## src/rtl/uart_pkg.sv

```systemverilog
// Shared types and sizing helpers for the buffered UART transmitter.
package uart_pkg;

    typedef enum logic [1:0] {
        PAR_NONE = 2'd0,
        PAR_EVEN = 2'd1,
        PAR_ODD  = 2'd2
    } parity_e;

    typedef enum logic [2:0] {
        IDLE,
        START,
        DATA,
        PARITY,
        STOP
    } tx_state_e;

    // Width of a counter that must hold values 0..n-1 (never narrower than 1 bit).
    function automatic int cnt_w(input int n);
        return (n < 2) ? 1 : $clog2(n);
    endfunction

endpackage

```

## src/rtl/uart_sync_fifo.sv

```systemverilog
// Synchronous FIFO, power-of-two depth; pop data is registered on rd_en (1 cycle).
// Writes when full and reads when empty are ignored; count never over/underflows.
module uart_sync_fifo
    import uart_pkg::*;
#(
    parameter int DATA_WIDTH = 8,
    parameter int DEPTH      = 4
) (
    input  logic                    i_clk,
    input  logic                    i_reset,
    input  logic                    i_wr_en,
    input  logic                    i_rd_en,
    input  logic [DATA_WIDTH-1:0]   i_wr_data,
    output logic [DATA_WIDTH-1:0]   o_rd_data,
    output logic                    o_full,
    output logic                    o_empty,
    output logic [$clog2(DEPTH):0]  o_count
);
    localparam int AW = cnt_w(DEPTH);
    localparam int CW = $clog2(DEPTH) + 1;

    logic [DATA_WIDTH-1:0] r_mem [DEPTH];
    logic [AW-1:0]         r_wr_ptr;
    logic [AW-1:0]         r_rd_ptr;
    logic [CW-1:0]         r_count;
    logic [DATA_WIDTH-1:0] r_rd_data;
    logic                  w_wr;
    logic                  w_rd;

    assign o_full    = (r_count == CW'(DEPTH));
    assign o_empty   = (r_count == '0);
    assign o_count   = r_count;
    assign o_rd_data = r_rd_data;
    assign w_wr      = i_wr_en && !o_full;
    assign w_rd      = i_rd_en && !o_empty;

    always_ff @(posedge i_clk) begin
        if (w_wr) r_mem[r_wr_ptr] <= i_wr_data;
    end

    // Pointers wrap naturally because DEPTH is a power of two.
    always_ff @(posedge i_clk) begin
        if (i_reset) begin
            r_wr_ptr  <= '0;
            r_rd_ptr  <= '0;
            r_count   <= '0;
            r_rd_data <= '0;
        end else begin
            if (w_wr) r_wr_ptr <= r_wr_ptr + 1'b1;
            if (w_rd) begin
                r_rd_ptr  <= r_rd_ptr + 1'b1;
                r_rd_data <= r_mem[r_rd_ptr];
            end
            case ({w_wr, w_rd})
                2'b10:   r_count <= r_count + 1'b1;
                2'b01:   r_count <= r_count - 1'b1;
                default: r_count <= r_count;
            endcase
        end
    end

endmodule

```

## src/rtl/uart_tx_buf.sv

```systemverilog
// FIFO-buffered UART transmitter; start bit appears the cycle after a pop, frames run back-to-back.
// din_ready = !full from the registered count; a same-cycle pop does not free a slot.
module uart_tx_buf
    import uart_pkg::*;
#(
    parameter int DATA_WIDTH   = 8,
    parameter int CLKS_PER_BIT = 1085,
    parameter int PARITY_MODE  = 0,
    parameter int STOP_BITS    = 1,
    parameter int FIFO_DEPTH   = 4
) (
    input  logic                         i_clk,
    input  logic                         i_reset,
    input  logic [DATA_WIDTH-1:0]        i_din,
    input  logic                         i_din_valid,
    output logic                         o_din_ready,
    output logic                         o_serial_tx,
    output logic                         o_busy,
    output logic                         o_done,
    output logic [$clog2(FIFO_DEPTH):0]  o_fifo_count
);
    localparam int      BAUD_W = cnt_w(CLKS_PER_BIT);
    localparam int      BIT_W  = cnt_w(DATA_WIDTH);
    localparam parity_e LP_PAR = parity_e'(2'(PARITY_MODE));

    if (PARITY_MODE < 0 || PARITY_MODE > 2) begin : g_bad_parity
        $error("uart_tx_buf: PARITY_MODE must be 0, 1 or 2");
    end
    if (DATA_WIDTH < 5 || DATA_WIDTH > 9) begin : g_bad_width
        $error("uart_tx_buf: DATA_WIDTH must be 5..9");
    end
    if (CLKS_PER_BIT < 2) begin : g_bad_baud
        $error("uart_tx_buf: CLKS_PER_BIT must be >= 2");
    end
    if (STOP_BITS != 1 && STOP_BITS != 2) begin : g_bad_stop
        $error("uart_tx_buf: STOP_BITS must be 1 or 2");
    end
    if (FIFO_DEPTH < 2 || (FIFO_DEPTH & (FIFO_DEPTH - 1)) != 0) begin : g_bad_depth
        $error("uart_tx_buf: FIFO_DEPTH must be a power of two >= 2");
    end

    tx_state_e             r_state;
    logic [BAUD_W-1:0]     r_baud;
    logic [BIT_W-1:0]      r_bit;
    logic [DATA_WIDTH-1:0] r_shift;
    logic                  r_par;
    logic                  r_tx;
    logic                  r_busy;
    logic                  r_done;

    logic                  w_full;
    logic                  w_empty;
    logic                  w_pop;
    logic                  w_baud_end;
    logic                  w_last_stop;
    logic                  w_pre_last;
    logic [DATA_WIDTH-1:0] w_rd_data;

    uart_sync_fifo #(
        .DATA_WIDTH (DATA_WIDTH),
        .DEPTH      (FIFO_DEPTH)
    ) u_fifo (
        .i_clk     (i_clk),
        .i_reset   (i_reset),
        .i_wr_en   (i_din_valid),
        .i_rd_en   (w_pop),
        .i_wr_data (i_din),
        .o_rd_data (w_rd_data),
        .o_full    (w_full),
        .o_empty   (w_empty),
        .o_count   (o_fifo_count)
    );

    assign w_baud_end  = (r_baud == BAUD_W'(CLKS_PER_BIT - 1));
    assign w_last_stop = (r_state == STOP) && (r_bit == BIT_W'(STOP_BITS - 1)) && w_baud_end;
    // done is registered, so it is raised one cycle ahead of the final stop cycle.
    assign w_pre_last  = (r_state == STOP) && (r_bit == BIT_W'(STOP_BITS - 1))
                         && (r_baud == BAUD_W'(CLKS_PER_BIT - 2));
    assign w_pop       = !w_empty && ((r_state == IDLE) || w_last_stop);

    assign o_din_ready = !w_full;
    assign o_serial_tx = r_tx;
    assign o_busy      = r_busy;
    assign o_done      = r_done;

    always_ff @(posedge i_clk) begin
        if (i_reset) begin
            r_state <= IDLE;
            r_baud  <= '0;
            r_bit   <= '0;
            r_shift <= '0;
            r_par   <= 1'b0;
            r_tx    <= 1'b1;
            r_busy  <= 1'b0;
            r_done  <= 1'b0;
        end else begin
            r_done <= w_pre_last;
            r_baud <= w_baud_end ? '0 : r_baud + 1'b1;
            case (r_state)
                IDLE: begin
                    r_baud <= '0;
                    if (w_pop) begin
                        r_state <= START;
                        r_tx    <= 1'b0;
                        r_busy  <= 1'b1;
                    end
                end
                START: begin
                    // The popped word is stable in the FIFO output register by now.
                    if (w_baud_end) begin
                        r_bit   <= '0;
                        r_tx    <= w_rd_data[0];
                        r_shift <= w_rd_data >> 1;
                        r_par   <= (^w_rd_data) ^ (LP_PAR == PAR_ODD);
                        r_state <= DATA;
                    end
                end
                DATA: begin
                    if (w_baud_end) begin
                        if (r_bit == BIT_W'(DATA_WIDTH - 1)) begin
                            r_bit <= '0;
                            if (LP_PAR == PAR_NONE) begin
                                r_state <= STOP;
                                r_tx    <= 1'b1;
                            end else begin
                                r_state <= PARITY;
                                r_tx    <= r_par;
                            end
                        end else begin
                            r_bit   <= r_bit + 1'b1;
                            r_tx    <= r_shift[0];
                            r_shift <= r_shift >> 1;
                        end
                    end
                end
                PARITY: begin
                    if (w_baud_end) begin
                        r_state <= STOP;
                        r_tx    <= 1'b1;
                    end
                end
                STOP: begin
                    if (w_baud_end) begin
                        if (r_bit == BIT_W'(STOP_BITS - 1)) begin
                            r_bit <= '0;
                            if (w_pop) begin
                                r_state <= START;
                                r_tx    <= 1'b0;
                            end else begin
                                r_state <= IDLE;
                                r_busy  <= 1'b0;
                            end
                        end else begin
                            r_bit <= r_bit + 1'b1;
                        end
                    end
                end
                default: begin
                    r_state <= IDLE;
                    r_tx    <= 1'b1;
                    r_busy  <= 1'b0;
                end
            endcase
        end
    end

endmodule

```

## config.mk

```make
export PLATFORM = sky130hd
export DESIGN_NAME = uart_tx_buf
export DESIGN_NICKNAME = d
export VERILOG_FILES = /design/src/rtl/uart_pkg.sv /design/src/rtl/uart_sync_fifo.sv /design/src/rtl/uart_tx_buf.sv
export SDC_FILE = /design/constraint.sdc
export NUM_CORES = 1
export LEC_CHECK = 0
export CAP_MARGIN = 10
export CORE_MARGIN = 3
export CORE_UTILIZATION = 50
export DETAILED_ROUTE_END_ITERATION = 8
export DONT_BUFFER_PORTS = 1
export GPL_ROUTABILITY_DRIVEN = 0
export GPL_TIMING_DRIVEN = 0
export PLACE_DENSITY_LB_ADDON = 0.12
export SLEW_MARGIN = 5
export SYNTH_ARGS = -nofsm -noshare
export SYNTH_HDL_FRONTEND = slang
export SYNTH_HIERARCHICAL = 1
export SYNTH_SLANG_ARGS = --single-unit
```

## constraint.sdc

```tcl
create_clock -name i_clk -period 4.5 [get_ports i_clk]
set_input_delay 1.125 -clock i_clk [delete_from_list [all_inputs] [get_ports i_clk]]
set_output_delay 1.125 -clock i_clk [all_outputs]
set_load 0.1 [all_outputs]
```

==> flow_metrics.py, run 1 <==
metrics = {
    "logic_synthesis": {
        "ys_types": 55,
        "synthArstFlopShare": 0,
        "ys_seq_elements": 74,
        "seq_area_frac_synth": 0.533,
        "syn_avg_cell_area_um2": 11.5,
        "netlist_instances": 293,
        "mappedNetlistArea_um2": 3380,
        "synth_top_family_by_area": "simple AND/OR/NAND/NOR gates",
        "yosys_warnings": 6,
        "synth-xor-area-share": 0.0337,
        "synth_edf_count": 32,
        "synth-simple-area-share": 0.153,
        "synth-compound-area-share": 0.100,
        "synthMuxAreaShare": 0.0840,
        "synth_ff_type": "dfxtp_1",
        "synth_fa_ha_area_frac": 0.0429,
        "syn_nets": 315,
    },
    "route": {
        "wl_per_cell_um": 14.9,
        "drt-initial-drc-count": 70,
        "vias": 2130,
        "via_per_inst": 5.53,
        "ant_nets": 0,
        "route.detailed.drc": 0,
        "firstDrtPassIters": 4,
        "wirelength_mm": 5.73,
    },
    "min_path": {
        "hp-class": "reg -> reg",
        "worst_hold_startpoint": "u_fifo/o_rd_data[4]",
    },
    "worst_setup_path": {
        "critPathTopFamily": "simple AND/OR/NAND/NOR gates",
        "cp.required_ps": 4780,
        "r2r-end": "u_fifo/o_count[2]",
        "cp_slowest_stage_delay_ps": 1030,
        "end_kind": "register",
        "critical_path_cell_count": 12,
        "crit_buf_inv": 3,
        "cpMaxStageDelayCell": "dfxtp_1",
        "worst-path-max-fanout": 10,
        "crit_start": "u_fifo/o_count[2]",
        "reg2reg_depth": 12,
        "start_kind": "register",
        "r2r_slack_ps": 740,
        "path_common_cell": "a21oi_1",
        "r2r-start": "u_fifo/o_count[2]",
        "path_class": "reg -> reg",
        "cp_cell_sequence": "nor3_1 -> or3_1 -> a21oi_1 -> o31ai_1 -> buf_4 -> inv_4 -> ha_1 -> inv_1 -> fa_1 -> xor2_1 -> or3_2 -> a21oi_1",
        "critPathArrivalTime_ps": 4030,
        "setup.worst_path.end": "u_fifo/o_count[2]",
    },
    "clock_network": {
        "cts_tree": "done",
        "cts_buffers": 9,
        "cts_buffer_depth": 2,
        "cts_resized": 0,
        "cts_hold_buf": 0,
        "clk_latency_ps": 340,
        "postCtsSetupBuffers": 0,
        "h-tree-depth": 3,
        "cts_root_buf": "clkbuf_8",
        "numClockSinks": 74,
        "path_clk_slew_ps": 80,
    },
    "placement": {
        "dpl_cell_area_um2": 3480,
        "place_worst_setup_slack_ps": 740,
        "dpl.hpwl_mm": 3.94,
        "place_inst": 370,
        "portBuffers": 0,
    },
    "sta": {
        "hold_violations": 0,
        "rsz0062_at_grt": "no",
        "setup_viol": 0,
        "fmax_mhz": 266,
        "fin_worst_skew_ps": 8.11,
        "period_needed_ps": 3760,
        "period_share": 0.835,
        "setup_tns_ps": 0,
        "slew_violations": 0,
        "setup_slack_ps": 743,
        "worst_pin_slew_ps": 1110,
        "slew_headroom": 0.262,
    },
    "die": {
        "io_pins": 18,
        "core_um2": 6460,
        "die_h_um": 88.2,
        "start_util": 0.523,
        "die_w_um": 88.2,
        "dieArea_um2": 7780,
        "core.rowCount": 29,
    },
    "grt": {
        "grt_use_total": 0.160,
        "antenna_found_initial": 0,
        "grt_overflow": 0,
        "grt_pass1_vias": 2058,
        "grt_max_degree": 14,
        "grt_pass1_wl_mm": 9.57,
    },
    "cells_and_area": {
        "fin_nets": 326,
        "final_cells": 385,
        "fin_area_um2": 3720,
        "area_delta_synth_final_pct": 9.96,
        "n_antenna_cell": 0,
        "drive_above_1_share": 0.153,
        "nFillCells": 553,
    },
    "power_and_ir_drop": {
        "peakVddDrop_uv": 266,
        "p_leak_nw": 1.27,
        "sw_frac_of_total": 0.349,
        "power.internal_mw": 1.40,
        "switchingPower_mw": 0.753,
        "combPwrFrac": 0.268,
        "pwr-share-seq": 0.448,
        "p_clk_frac": 0.284,
        "p_per_area_nw_per_um2": 580,
    },
    "run": {
        "drv_cap": 0,
    },
    "status": {
        "status": "finished, final reports clean",
    },
}
==> through the flow <==
step                      hold slack [ps]   util  power [mW]
after floorplan                       430      -        1.45
final                                 454  0.576        2.16
after global placement                443  0.538        1.56
after detailed placement              446  0.538        1.56
after global routing                  474  0.576        2.28
after CTS                             457  0.576        2.18
==> final cells by class <==
type                    instances  area [µm²]  share of cell area
flip-flops and latches         74        1800               0.485
multi-input cells             187        1400               0.376
clock buffers                   9         124              0.0333
clock inverters                 6         116              0.0313
plain buffers                  15         101              0.0273
well taps                      77        96.3              0.0259
inverters                      17        78.8              0.0212
==> per-layer routing <==
layer,vias to the layer above,global-route usage,part of all wire
met5,-,0,0
met1,1010,0.208,0.48
met4,0,0.0536,0.0084
met2,26,0.261,0.48
li1,1088,-,-
met3,6,0.0447,0.029
==> power by group through the flow <==
stage          clock [mW]  sequential, mW  combinational, mW
2_1_floorplan           0           0.965              0.482
3_3_place_gp            0           0.980              0.575
3_5_place_dp            0           0.983              0.580
4_1_cts             0.627           0.967              0.582
5_1_grt             0.652           0.980              0.650
6_report            0.611           0.967              0.578
==> worst register-to-register path, cell delays in order (launching register included) <==
cell and delay, ps:
dfxtp_1 1030, nor3_1 290, or3_1 440, a21oi_1 140, o31ai_1 110, buf_4 240
inv_4 120, ha_1 190, inv_1 60, fa_1 370, xor2_1 160, or3_2 400
a21oi_1 140
==> registers in the layout (all words and copies together), names as in the netlist <==
| signal | cells |
|---|---|
| o_busy | 1 |
| u_fifo/r_rd_ptr | 2 |
| o_serial_tx | 1 |
| u_fifo/r_wr_ptr | 2 |
| u_fifo/o_count | 3 |
| r_state | 3 |
| o_done | 1 |
| r_baud | 11 |
| r_bit | 3 |
| r_shift | 7 |
| u_fifo/o_rd_data | 8 |
| u_fifo/r_mem | 32 |
==> Yosys cell counts, types with 2 or more instances <==
| master | n | share of area |
|---|---|---|
| dfxtp_1 | 42 | 0.25 |
| edfxtp_1 | 32 | 0.28 |
| a21oi_1 | 28 | 0.041 |
| nand2_1 | 20 | 0.022 |
| nor2_1 | 20 | 0.022 |
| inv_1 | 14 | 0.016 |
| ha_1 | 10 | 0.037 |
| xor2_1 | 10 | 0.026 |
| nand3_1 | 9 | 0.013 |
| o21ai_0 | 9 | 0.013 |
| mux2i_1 | 7 | 0.021 |
| a311oi_1 | 6 | 0.016 |
| clkbuf_1 | 6 | 0.0067 |
| mux4_1 | 6 | 0.047 |
| and3_2 | 4 | 0.0089 |
| nand2b_1 | 4 | 0.0074 |
| nor2b_1 | 4 | 0.0074 |
| and4_1 | 3 | 0.0078 |
| buf_2 | 3 | 0.0044 |
| buf_6 | 3 | 0.010 |
| nand4_1 | 3 | 0.0056 |
| nor3_1 | 3 | 0.0044 |
| or3_1 | 3 | 0.0056 |
| xnor2_1 | 3 | 0.0078 |
| buf_4 | 2 | 0.0044 |
| mux4_2 | 2 | 0.013 |
| nand3b_1 | 2 | 0.0044 |
| nand4b_1 | 2 | 0.0052 |
| nor4_1 | 2 | 0.0037 |
| o21ai_2 | 2 | 0.0052 |
| o22ai_1 | 2 | 0.0037 |
| or2_2 | 2 | 0.0037 |
| or3b_1 | 2 | 0.0052 |
| or3b_2 | 2 | 0.0052 |
==> cell families (layout without fill, tap and decap cells) <==
kind of cell | after synthesis | after routing
and+or+nand+nor | 92 | 92
DFF | 74 | 74
AOI/OAI and AO/OA | 55 | 55
buffers and inverters | 32 | 47
muxes | 16 | 16
xor gates and xnor gates | 13 | 13
adders and majority gates | 11 | 11
==> worst min path at each step <==
stage	to	slack [ps]	depth (start not counted)
2_1_floorplan	u_fifo/o_rd_data[3]	430	2
3_3_place_gp	u_fifo/o_rd_data[4]	440	2
3_5_place_dp	u_fifo/o_rd_data[4]	450	2
4_1_cts	u_fifo/o_rd_data[4]	460	2
5_1_grt	u_fifo/o_rd_data[4]	470	2
6_report	u_fifo/o_rd_data[4]	450	2
==> layout by cell type (no fill, tap or decap), types with 3 or more instances in the layout <==
| cell | count |
|---|---|
| a21oi_1 | 28 |
| a311oi_1 | 6 |
| and3_2 | 4 |
| and4_1 | 3 |
| buf_2 | 3 |
| buf_6 | 3 |
| bufinv_16 | 3 |
| clkbuf_1 | 6 |
| clkbuf_8 | 9 |
| clkinv_4 | 3 |
| dfxtp_1 | 42 |
| edfxtp_1 | 32 |
| ha_1 | 10 |
| inv_1 | 14 |
| mux2i_1 | 7 |
| mux4_1 | 6 |
| nand2_1 | 20 |
| nand2b_1 | 4 |
| nand3_1 | 9 |
| nand4_1 | 3 |
| nor2_1 | 20 |
| nor2b_1 | 4 |
| nor3_1 | 3 |
| o21ai_0 | 9 |
| or3_1 | 3 |
| xnor2_1 | 3 |
| xor2_1 | 10 |
No activity file was read; power rests on OpenSTA's default activity.
==> inputs of run 2 (changes only) <==
Clock period 4.5 ns to 3.8 ns, I/O delays scaled along.
==> run 2 against run 1 <==
Via count is the same. Utilization grew 0.058 points. Sequential cell count unchanged. Maximum frequency grew 9.4%. Final cell count stayed put. Worst hold slack stayed put. Sequential power increased by 19%. Largest cell class unchanged.
==> flow_metrics.py, run 2 (synthesis results as in run 1) <==
metrics = {
    "status": {
        "status": "finished, final reports clean",
    },
    "clock_network": {
        "postCtsSetupBuffers": 0,
        "numClockSinks": 74,
        "h-tree-depth": 3,
        "cts_tree": "done",
        "path_clk_slew_ps": 80,
        "clk_latency_ps": 340,
        "cts_buffers": 9,
        "cts_root_buf": "clkbuf_8",
        "cts_buffer_depth": 2,
    },
    "sta": {
        "rsz0062_at_grt": "no",
        "period_needed_ps": 3430,
        "fmax_mhz": 291,
        "setup_tns_ps": 0,
        "worst_pin_slew_ps": 967,
        "fin_worst_skew_ps": 8.11,
        "setup_viol": 0,
        "period_share": 0.904,
        "slew_violations": 0,
        "slew_headroom": 0.355,
        "hold_violations": 0,
    },
    "worst_setup_path": {
        "reg2reg_depth": 14,
        "cp_slowest_stage_delay_ps": 580,
        "r2r_slack_ps": 370,
        "end_kind": "register",
        "path_class": "reg -> reg",
        "start_kind": "register",
        "worst-path-max-fanout": 10,
        "critPathTopFamily": "simple AND/OR/NAND/NOR gates",
        "critPathArrivalTime_ps": 3700,
        "r2r-start": "r_baud[6]",
        "cpMaxStageDelayCell": "or4_4",
        "crit_buf_inv": 4,
        "cp.required_ps": 4070,
        "path_common_cell": "a21oi_1",
        "cp_cell_sequence": "or4_4 -> nor3_4 -> buf_6 -> nand2_1 -> a21oi_1 -> o31ai_1 -> buf_4 -> inv_4 -> ha_1 -> inv_1 -> fa_1 -> xor2_1 -> or3_2 -> a21oi_1",
        "r2r-end": "u_fifo/o_count[2]",
    },
    "cells_and_area": {
        "multi_input_area_um2": 1400,
        "final_cell_mix": "39 x dfxtp_1, 32 x edfxtp_1, 28 x a21oi_1, 20 x nand2_1, 20 x nor2_1",
        "largest_register_ffs": 32,
        "nFillCells": 555,
        "regArea_um2": 1810,
        "fin_nets": 326,
        "regMostFlops": "u_fifo/r_mem",
        "area_delta_synth_final_pct": 10.1,
        "drive_above_1_share": 0.162,
        "final_common_cell": "dfxtp_1",
        "n_antenna_cell": 0,
    },
    "power_and_ir_drop": {
        "switchingPower_mw": 0.892,
        "p_leak_nw": 1.27,
        "pwr-share-seq": 0.449,
        "sw_frac_of_total": 0.349,
        "p_clk_frac": 0.283,
        "p_per_area_nw_per_um2": 687,
        "power.internal_mw": 1.66,
        "total_power_mw": 2.56,
        "combPwrFrac": 0.268,
        "peakVddDrop_uv": 315,
    },
    "route": {
        "route.detailed.drc": 0,
        "firstDrtPassIters": 4,
        "top_layer": "met4",
        "route.met3.wl_um": 164,
        "dr_wl_met2_mm": 2.74,
        "vias": 2130,
        "wirelength_mm": 5.73,
        "via_per_inst": 5.53,
        "wl_met1_mm": 2.77,
        "drt-initial-drc-count": 70,
        "ant_nets": 0,
        "wl_per_cell_um": 14.9,
    },
    "die": {
        "start_util": 0.523,
        "core_um2": 6460,
        "die_w_um": 88.2,
        "dieArea_um2": 7780,
        "io_pins": 18,
        "core.rowCount": 29,
        "die_h_um": 88.2,
    },
    "placement": {
        "portBuffers": 0,
        "dpl.hpwl_mm": 3.94,
    },
    "run": {
        "drv_cap": 0,
    },
    "min_path": {
        "worst_hold_startpoint": "u_fifo/o_rd_data[4]",
        "hp-class": "reg -> reg",
        "holdPathEnd": "u_fifo/o_rd_data[4]",
        "whs_path_depth": 2,
    },
    "grt": {
        "grt_overflow": 0,
        "antenna_found_initial": 0,
        "grt_pass1_wl_mm": 9.57,
        "grt_pass1_vias": 2058,
        "grt_max_degree": 14,
        "grt_use_total": 0.160,
    },
}
==> run 2: cell counts in the layout (fill, tap and decap cells not counted) <==
Identical to the previous run, type by type.
==> run 2: layout make-up <==
cell class	count	area share
sequential	74	0.485
multi-input combinational	187	0.376
clock buffer	9	0.0333
clock inverter	6	0.0313
buffer	15	0.0272
tap	77	0.0259
inverter	17	0.0212
==> run 2: stage by stage <==
stage                     setup slack, ps  hold slack, ps  cell area (µm²)   util  cells
after floorplan                       395             430             3380      -    293
after global placement               54.8             443             3480  0.538    370
after detailed placement             40.1             446             3480  0.538    370
after CTS                            35.5             457             3720  0.576    385
after global routing                  129             474             3720  0.576    385
final                                 367             454             3720  0.576    385
==> run 2: per-layer routing <==
| metal | vias up | global-route usage |
|---|---|---|
| met1 | 1010 | 0.208 |
| met2 | 26 | 0.261 |
| met3 | 6 | 0.0447 |
| li1 | 1088 | - |
| met4 | 0 | 0.0536 |
| met5 | - | 0 |
==> run 2: worst max path at each step <==
stage	from	to	slack [ps]	cells past startpoint
after detailed placement	u_fifo/o_count[0]	u_fifo/o_count[2]	40	12
after global placement	u_fifo/o_count[0]	u_fifo/o_count[2]	50	12
after CTS	u_fifo/o_count[2]	u_fifo/o_count[2]	40	12
after floorplan	u_fifo/o_count[2]	u_fifo/o_count[2]	400	12
final	r_baud[6]	u_fifo/o_count[2]	370	14
after global routing	r_baud[6]	u_fifo/o_count[2]	130	14
==> run 2: what timing repair did <==
item / 4_1_cts / 5_1_grt
gates resized for setup: 0 / 3
setup endpoints to repair: 0 / 1
hold buffers: 0 / 0
==> run 2: worst register-to-register path: stages (launching register included) <==
cell	delay, ps
dfxtp_1	350
or4_4	580
nor3_4	250
buf_6	180
nand2_1	80
a21oi_1	170
o31ai_1	110
buf_4	220
inv_4	120
ha_1	190
inv_1	60
fa_1	370
xor2_1	160
or3_2	400
a21oi_1	140
==> run 2: power groups by stage <==
stage                     Combinational [mW]  Sequential, mW  Clock, mW
after global routing                   0.770            1.16      0.772
after detailed placement               0.687            1.16          0
after CTS                              0.690            1.15      0.742
after global placement                 0.681            1.16          0
final                                  0.684            1.15      0.724
after floorplan                        0.571            1.14          0
